--- src/rtl/mul_arbiter.sv ---
// mul_arbiter: round-robin sharing of one pipelined 32x32 multiplier between NREQ requesters,
// with a tag FIFO routing each product back to its issuer. Perf counters gated by MUL_ARB_PERF_EN.
module mul_arbiter #(
    parameter int unsigned NREQ         = 2,
    parameter int unsigned MAX_INFLIGHT = 4
) (
    input  logic                clk,
    input  logic                reset,
    input  logic [NREQ-1:0]     req_val,
    input  logic [32*NREQ-1:0]  req_a,
    input  logic [32*NREQ-1:0]  req_b,
    output logic [NREQ-1:0]     req_rdy,
    output logic [NREQ-1:0]     resp_val,
    output logic [63:0]         resp_p,
    output logic [31:0]         mul_a,
    output logic [31:0]         mul_b,
    output logic                mul_val_op,
    input  logic                mul_oprand_rdy,
    input  logic                mul_commit,
    input  logic [63:0]         mul_longP,
    output logic                err_underflow,
    output logic [31:0]         perf_issue,
    output logic [31:0]         perf_commit
);
    localparam int unsigned IW = $clog2(NREQ);
    localparam int unsigned PW = $clog2(MAX_INFLIGHT);
    localparam int unsigned CW = $clog2(MAX_INFLIGHT + 1);

    logic [IW-1:0] rr;
    logic [IW-1:0] gnt;
    logic [IW-1:0] cand;
    logic          found;
    logic [31:0]   op_a;
    logic [31:0]   op_b;
    logic          issue;

    logic [IW-1:0] tag_mem [MAX_INFLIGHT];
    logic [PW-1:0] wr_ptr;
    logic [PW-1:0] rd_ptr;
    logic [CW-1:0] count;
    logic          fifo_full;
    logic          fifo_empty;
    logic          push;
    logic          pop;
    logic [IW-1:0] head;
    logic [NREQ-1:0] head_oh;

    // Scan requesters in cyclic order starting at rr; the first valid one wins.
    always_comb begin
        gnt   = rr;
        cand  = rr;
        found = 1'b0;
        for (int unsigned k = 0; k < NREQ; k++) begin
            cand = IW'((32'(rr) + k) % NREQ);
            if (!found && req_val[cand]) begin
                found = 1'b1;
                gnt   = cand;
            end
        end
    end

    always_comb begin
        op_a = '0;
        op_b = '0;
        for (int unsigned k = 0; k < NREQ; k++) begin
            if (gnt == IW'(k)) begin
                op_a = req_a[32*k +: 32];
                op_b = req_b[32*k +: 32];
            end
        end
    end

    assign fifo_full  = (count == CW'(MAX_INFLIGHT));
    assign fifo_empty = (count == '0);

    // Full is taken from the registered count, so a same-cycle commit never reopens issue.
    assign mul_val_op = found && !fifo_full;
    assign mul_a      = mul_val_op ? op_a : '0;
    assign mul_b      = mul_val_op ? op_b : '0;
    assign issue      = mul_val_op && mul_oprand_rdy;

    always_comb begin
        req_rdy = '0;
        for (int unsigned k = 0; k < NREQ; k++) begin
            req_rdy[k] = issue && (gnt == IW'(k));
        end
    end

    assign push = issue;
    assign pop  = mul_commit && !fifo_empty;
    assign head = tag_mem[rd_ptr];

    always_comb begin
        head_oh = '0;
        for (int unsigned k = 0; k < NREQ; k++) begin
            head_oh[k] = (head == IW'(k));
        end
    end

    always_ff @(posedge clk) begin
        if (!reset) begin
            rr <= '0;
        end else if (issue) begin
            rr <= (gnt == IW'(NREQ - 1)) ? '0 : gnt + IW'(1);
        end
    end

    always_ff @(posedge clk) begin
        if (push) begin
            tag_mem[wr_ptr] <= gnt;
        end
    end

    always_ff @(posedge clk) begin
        if (!reset) begin
            wr_ptr <= '0;
            rd_ptr <= '0;
            count  <= '0;
        end else begin
            if (push) begin
                wr_ptr <= wr_ptr + PW'(1);
            end
            if (pop) begin
                rd_ptr <= rd_ptr + PW'(1);
            end
            case ({push, pop})
                2'b10:   count <= count + CW'(1);
                2'b01:   count <= count - CW'(1);
                default: count <= count;
            endcase
        end
    end

    always_ff @(posedge clk) begin
        if (!reset) begin
            resp_val      <= '0;
            resp_p        <= '0;
            err_underflow <= 1'b0;
        end else begin
            resp_val <= pop ? head_oh : '0;
            if (pop) begin
                resp_p <= mul_longP;
            end
            if (mul_commit && fifo_empty) begin
                err_underflow <= 1'b1;
            end
        end
    end

`ifdef MUL_ARB_PERF_EN
    logic [31:0] issue_cnt;
    logic [31:0] commit_cnt;

    always_ff @(posedge clk) begin
        if (!reset) begin
            issue_cnt  <= '0;
            commit_cnt <= '0;
        end else begin
            if (issue) begin
                issue_cnt <= issue_cnt + 32'd1;
            end
            if (pop) begin
                commit_cnt <= commit_cnt + 32'd1;
            end
        end
    end

    assign perf_issue  = issue_cnt;
    assign perf_commit = commit_cnt;
`else
    assign perf_issue  = '0;
    assign perf_commit = '0;
`endif

endmodule

--- config.mk ---
export PLATFORM = sky130hd
export DESIGN_NAME = mul_arbiter
export DESIGN_NICKNAME = d
export VERILOG_FILES = /design/src/rtl/mul_arbiter.sv
export SDC_FILE = /design/constraint.sdc
export NUM_CORES = 1
export LEC_CHECK = 0
export BUFFER_PORTS_ARGS = -buffer_cell sky130_fd_sc_hd__buf_2
export CAP_MARGIN = 20
export CELL_PAD_IN_SITES_DETAIL_PLACEMENT = 0
export CELL_PAD_IN_SITES_GLOBAL_PLACEMENT = 1
export CORE_AREA = 2 2 154 156
export CTS_BUF_LIST = sky130_fd_sc_hd__clkbuf_4 sky130_fd_sc_hd__clkbuf_8 sky130_fd_sc_hd__clkbuf_16
export DETAILED_ROUTE_END_ITERATION = 7
export DIE_AREA = 0 0 156 158
export GPL_ROUTABILITY_DRIVEN = 0
export PLACE_DENSITY = 0.75
export SYNTH_ARGS = -nofsm -noshare
export SYNTH_HDL_FRONTEND = slang
export SYNTH_SLANG_ARGS = --single-unit
export TNS_END_PERCENT = 10
--- constraint.sdc ---
create_clock -name clk -period 2.2 [get_ports clk]
set_input_delay 0.44 -clock clk [delete_from_list [all_inputs] [get_ports clk]]
set_output_delay 0.44 -clock clk [all_outputs]
set_load 0.02 [all_outputs]
==> results summary <==
The largest net degree at the start of global routing is 69. The total clock buffers created by CTS came out at 9. The path type of the worst min-delay path is input port to register. Static timing analysis puts the maximum clock frequency at 0.4466 GHz. At the end of the flow, the number of nets in the layout was 1,162.

The pre-antenna-repair detailed-routing pass consisted of 5 iterations. The number of buffers inserted by post-CTS setup repair is 0. The ratio of cells with drive above 1 in the final layout is 0.4133. The synthesis warning total came out at 0.

In this run the standard cell core region covers 0.02305 mm2. The area of the die came out at 0.02465 mm2. The critical path data arrival time is 1.80 ns. The tool flagged a number of max-cap violations equal to 0. Of the total power, the share spent switching nets is 0.4209. The switching power is 0.003015 W. The first-iteration detailed-routing DRC count is 321. The per-cell routed wire length is 15.27 um. The horizontal extent of the die is 156 um. The hold-fix buffer count after cts came out at 0. The final-report max-slew violation count was 0. The clock share of power came out at 0.253. The final reports fail on setup timing. The final instance area came out at 0.007264 mm2. The relative slew slack came out at 0.5090. The peak supply drop came out at 0.0004263 V. Dividing the final minimum period by the clock period gives 1.018. The maximum buffer depth of the clock tree came out at 2. The library cells used most frequently in the layout, excluding fill and tap cells, are 329 x buf_2, 198 x nand2_1, 123 x o2111ai_1. The mean instance size in the synthesized netlist is 7.633 um2. The delay of the slowest cell on the worst path is 0.49 ns. The worst setup path is captured at an output pin. In this run the clock root is driven by a clkbuf_16. The final critical-path setup slack came out at -0.03929 ns. The area growth from synthesis to layout is 42.48%. The flow ran to the end, but the final reports show violations. Among all stages on the critical path, the largest delay is contributed by or3b_4. Ranked by total cell area, the synthesized netlist is headed by dfxtp_1 30%, o2111ai_1 22%, nand2_1 15%. The type of the worst setup path is register to output pin. The cell count after synthesis came out at 668. The number of distinct standard cells referenced by the synthesized netlist came out at 31. The final cell count without fillers is 1,254.

Leaving out fill and tap cells, the most frequent cell in the layout is buf_2. The final hold violation count came out at 0. In this run the cell area of the synthesized design comes to 0.005099 mm2. Counting both buffers and inverters, the worst setup path holds a total of 2. In this run the cell area measured after placement is 0.006758 mm2. The remaining design rule violation count came out at 0. The share of total power dissipated in combinational logic is 0.469. The setup TNS came out at -0.1717 ns.

The cell type with the largest total area after synthesis is dfxtp_1. The flop and latch count out of synthesis is 81. In this run the worst path has a maximum fanout of 33.

For this run, the total global-route usage over all layers was measured as 0.1393. The detailed-route vias per instance came out at 4.703. The internal power of the cells is 0.004147 W.

The setup-violating endpoint count in the final report came out at 16. The portion of total power attributed to sequential cells came out at 0.278. The insertion delay to the later sink of the worst-skew pair is 0.33 ns. The critical path goes through or3b_4 > buf_16 > o2111ai_1 > nand2_1 > buf_2. Of the synthesized area, sequential elements account for 0.3259.

Port buffering added 331 buffers. The first-pass GRT wire length came out at 27,680 um. In this run the count of I/O pins placed on the die edge is 396. The placed wire-length estimate is 13,360 um. The cell count after placement came out at 1,234.

The fraction of synthesized cell area taken by the top area cell type is 0.3023. Setup repair after global routing could not meet its margin everywhere. For this run the aggregate overflow at the end of global routing stands at 0. The setup check on the worst reg-to-reg path leaves a slack of 0 ns. The clock transition time at the flip-flop clock pins of the worst setup and hold paths is 0.06 ns. The H-tree depth is 3.

The required time of the critical path is 1.76 ns. The via count is 5,897. The reported leakage power is 3.529 nW. TritonCTS built the clock tree. The worst setup path is launched from a register.

The via count of the first global-routing pass is 5,190. The time the worst path needs with I/O delays and setup is 2.239 ns. The initial antenna violation count came out at 2. For the pin with the worst max-slew slack, the measured transition is 0.7365 ns. The starting density of the core came out at 0.2212.

The clock net in this run drives a total of 81 sinks. The placement row count is 56. The count of antenna-violating nets left after detailed routing is 0. The filler cell count is 2,575.

In this run the vertical extent of the chip is 158 um. The worst clock skew is 0.006290 ns. On the critical path the largest part of the delay comes from simple AND/OR/NAND/NOR gates. The cell area power density came out at 985.9 mW/mm2. The routed design has 19,150 um of wire.
-- repair_timing --
| item | CTS | global route |
|---|---|---|
| cloned | 1 | 2 |
| endpoints found under the setup margin | 64 | 66 |
| resized for setup | 7 | 7 |
-- cells in the mapped netlist --
cell type / instances
or3_1: 2
mux4_2: 1
and2_1: 5
fa_1: 1
o31ai_4: 1
edfxtp_1: 4
and3_1: 2
a221oi_2: 1
xor2_1: 2
nand2_1: 198
nand3_1: 1
nor2_1: 4
maj3_1: 1
inv_2: 2
o21ai_0: 2
nor3_1: 2
a21oi_1: 71
mux2i_1: 2
buf_2: 7
ha_1: 5
buf_4: 64
buf_6: 10
o2111ai_1: 128
a21boi_0: 1
conb_1: 1
or3b_1: 1
clkbuf_1: 55
o211a_2: 1
inv_1: 10
buf_1: 6
dfxtp_1: 77
-- metal layers --
metal | vias up | global-route usage | wire length (um)
met5 | - | 0 | 13
li1 | 2886 | - | -
met3 | 26 | 0.03449 | 1629
met4 | 2 | 0.03932 | 382
met1 | 2696 | 0.1691 | 7770
met2 | 287 | 0.2448 | 9354
-- cell type report --
type	count	area, um2	area share
Timing Repair Buffer	358	1984	0.2732
Sequential cell	81	1669	0.2298
Clock buffer	11	257.7	0.03548
Multi-Input combinational cell	496	2835	0.3903
Clock inverter	5	107.6	0.01481
Tap cell	290	362.8	0.04995
Inverter	12	45.04	0.006200
Antenna cell	1	2.502	0.0003445
-- worst min-delay path, delay by kind of cell --
kind | cells | cell delay (ns)
and+or+nand+nor | 1 | 0.04
buffers and inverters | 1 | 0.10
AOI/OAI and AO/OA | 1 | 0.05
-- stage by stage --
stage          power (W)  setup slack, ns  hold slack, ns    util
2_1_floorplan   0.004331          0.02546          0.4544       -
3_3_place_gp    0.005237           0.1128          0.4392  0.2932
3_5_place_dp    0.005262           0.1257          0.4445  0.2932
4_1_cts         0.007170         -0.08212          0.3288  0.3112
5_1_grt         0.007643          -0.1041          0.3339  0.3150
6_report        0.007162         -0.03929          0.3425  0.3151
-- cell families (layout without fill, tap and decap cells) --
family | after synthesis | in the layout | share of synthesized area
simple gates | 215 | 215 | 0.1644
compound gates | 205 | 205 | 0.3021
buf+inv | 154 | 386 | 0.1769
flops | 81 | 81 | 0.3259
fa+ha+maj | 7 | 7 | 0.01816
mux | 3 | 3 | 0.008343
xor+xnor | 2 | 2 | 0.003436
other cells | 1 | 65 | 0.0007355
-- power groups by stage --
stage	sequential (W)	combinational [W]	clock (W)
after floorplan	0.00238	0.00195	0
after global placement	0.00201	0.00323	0
after detailed placement	0.00202	0.00324	0
after CTS	0.00199	0.00332	0.00186
after global routing	0.00203	0.00369	0.00192
final	0.00199	0.00336	0.00181
-- sequential cells by signal (all words and copies together), names as in the netlist, named ones only --
signal,flops
err_underflow,1
resp_val,2
resp_p,64
tag_mem,4
rr,1
wr_ptr,2
rd_ptr,2
count,3
-- final timing paths --
check,start,end,cells after the start
worst max-delay path,count[1],mul_a[20],5
worst min-delay path,mul_longP[1],resp_p[1],3
worst max register to register,count[1],count[2],9
worst min register to register,resp_p[63],resp_p[63],2
No activity file was read; power rests on OpenSTA's default activity.
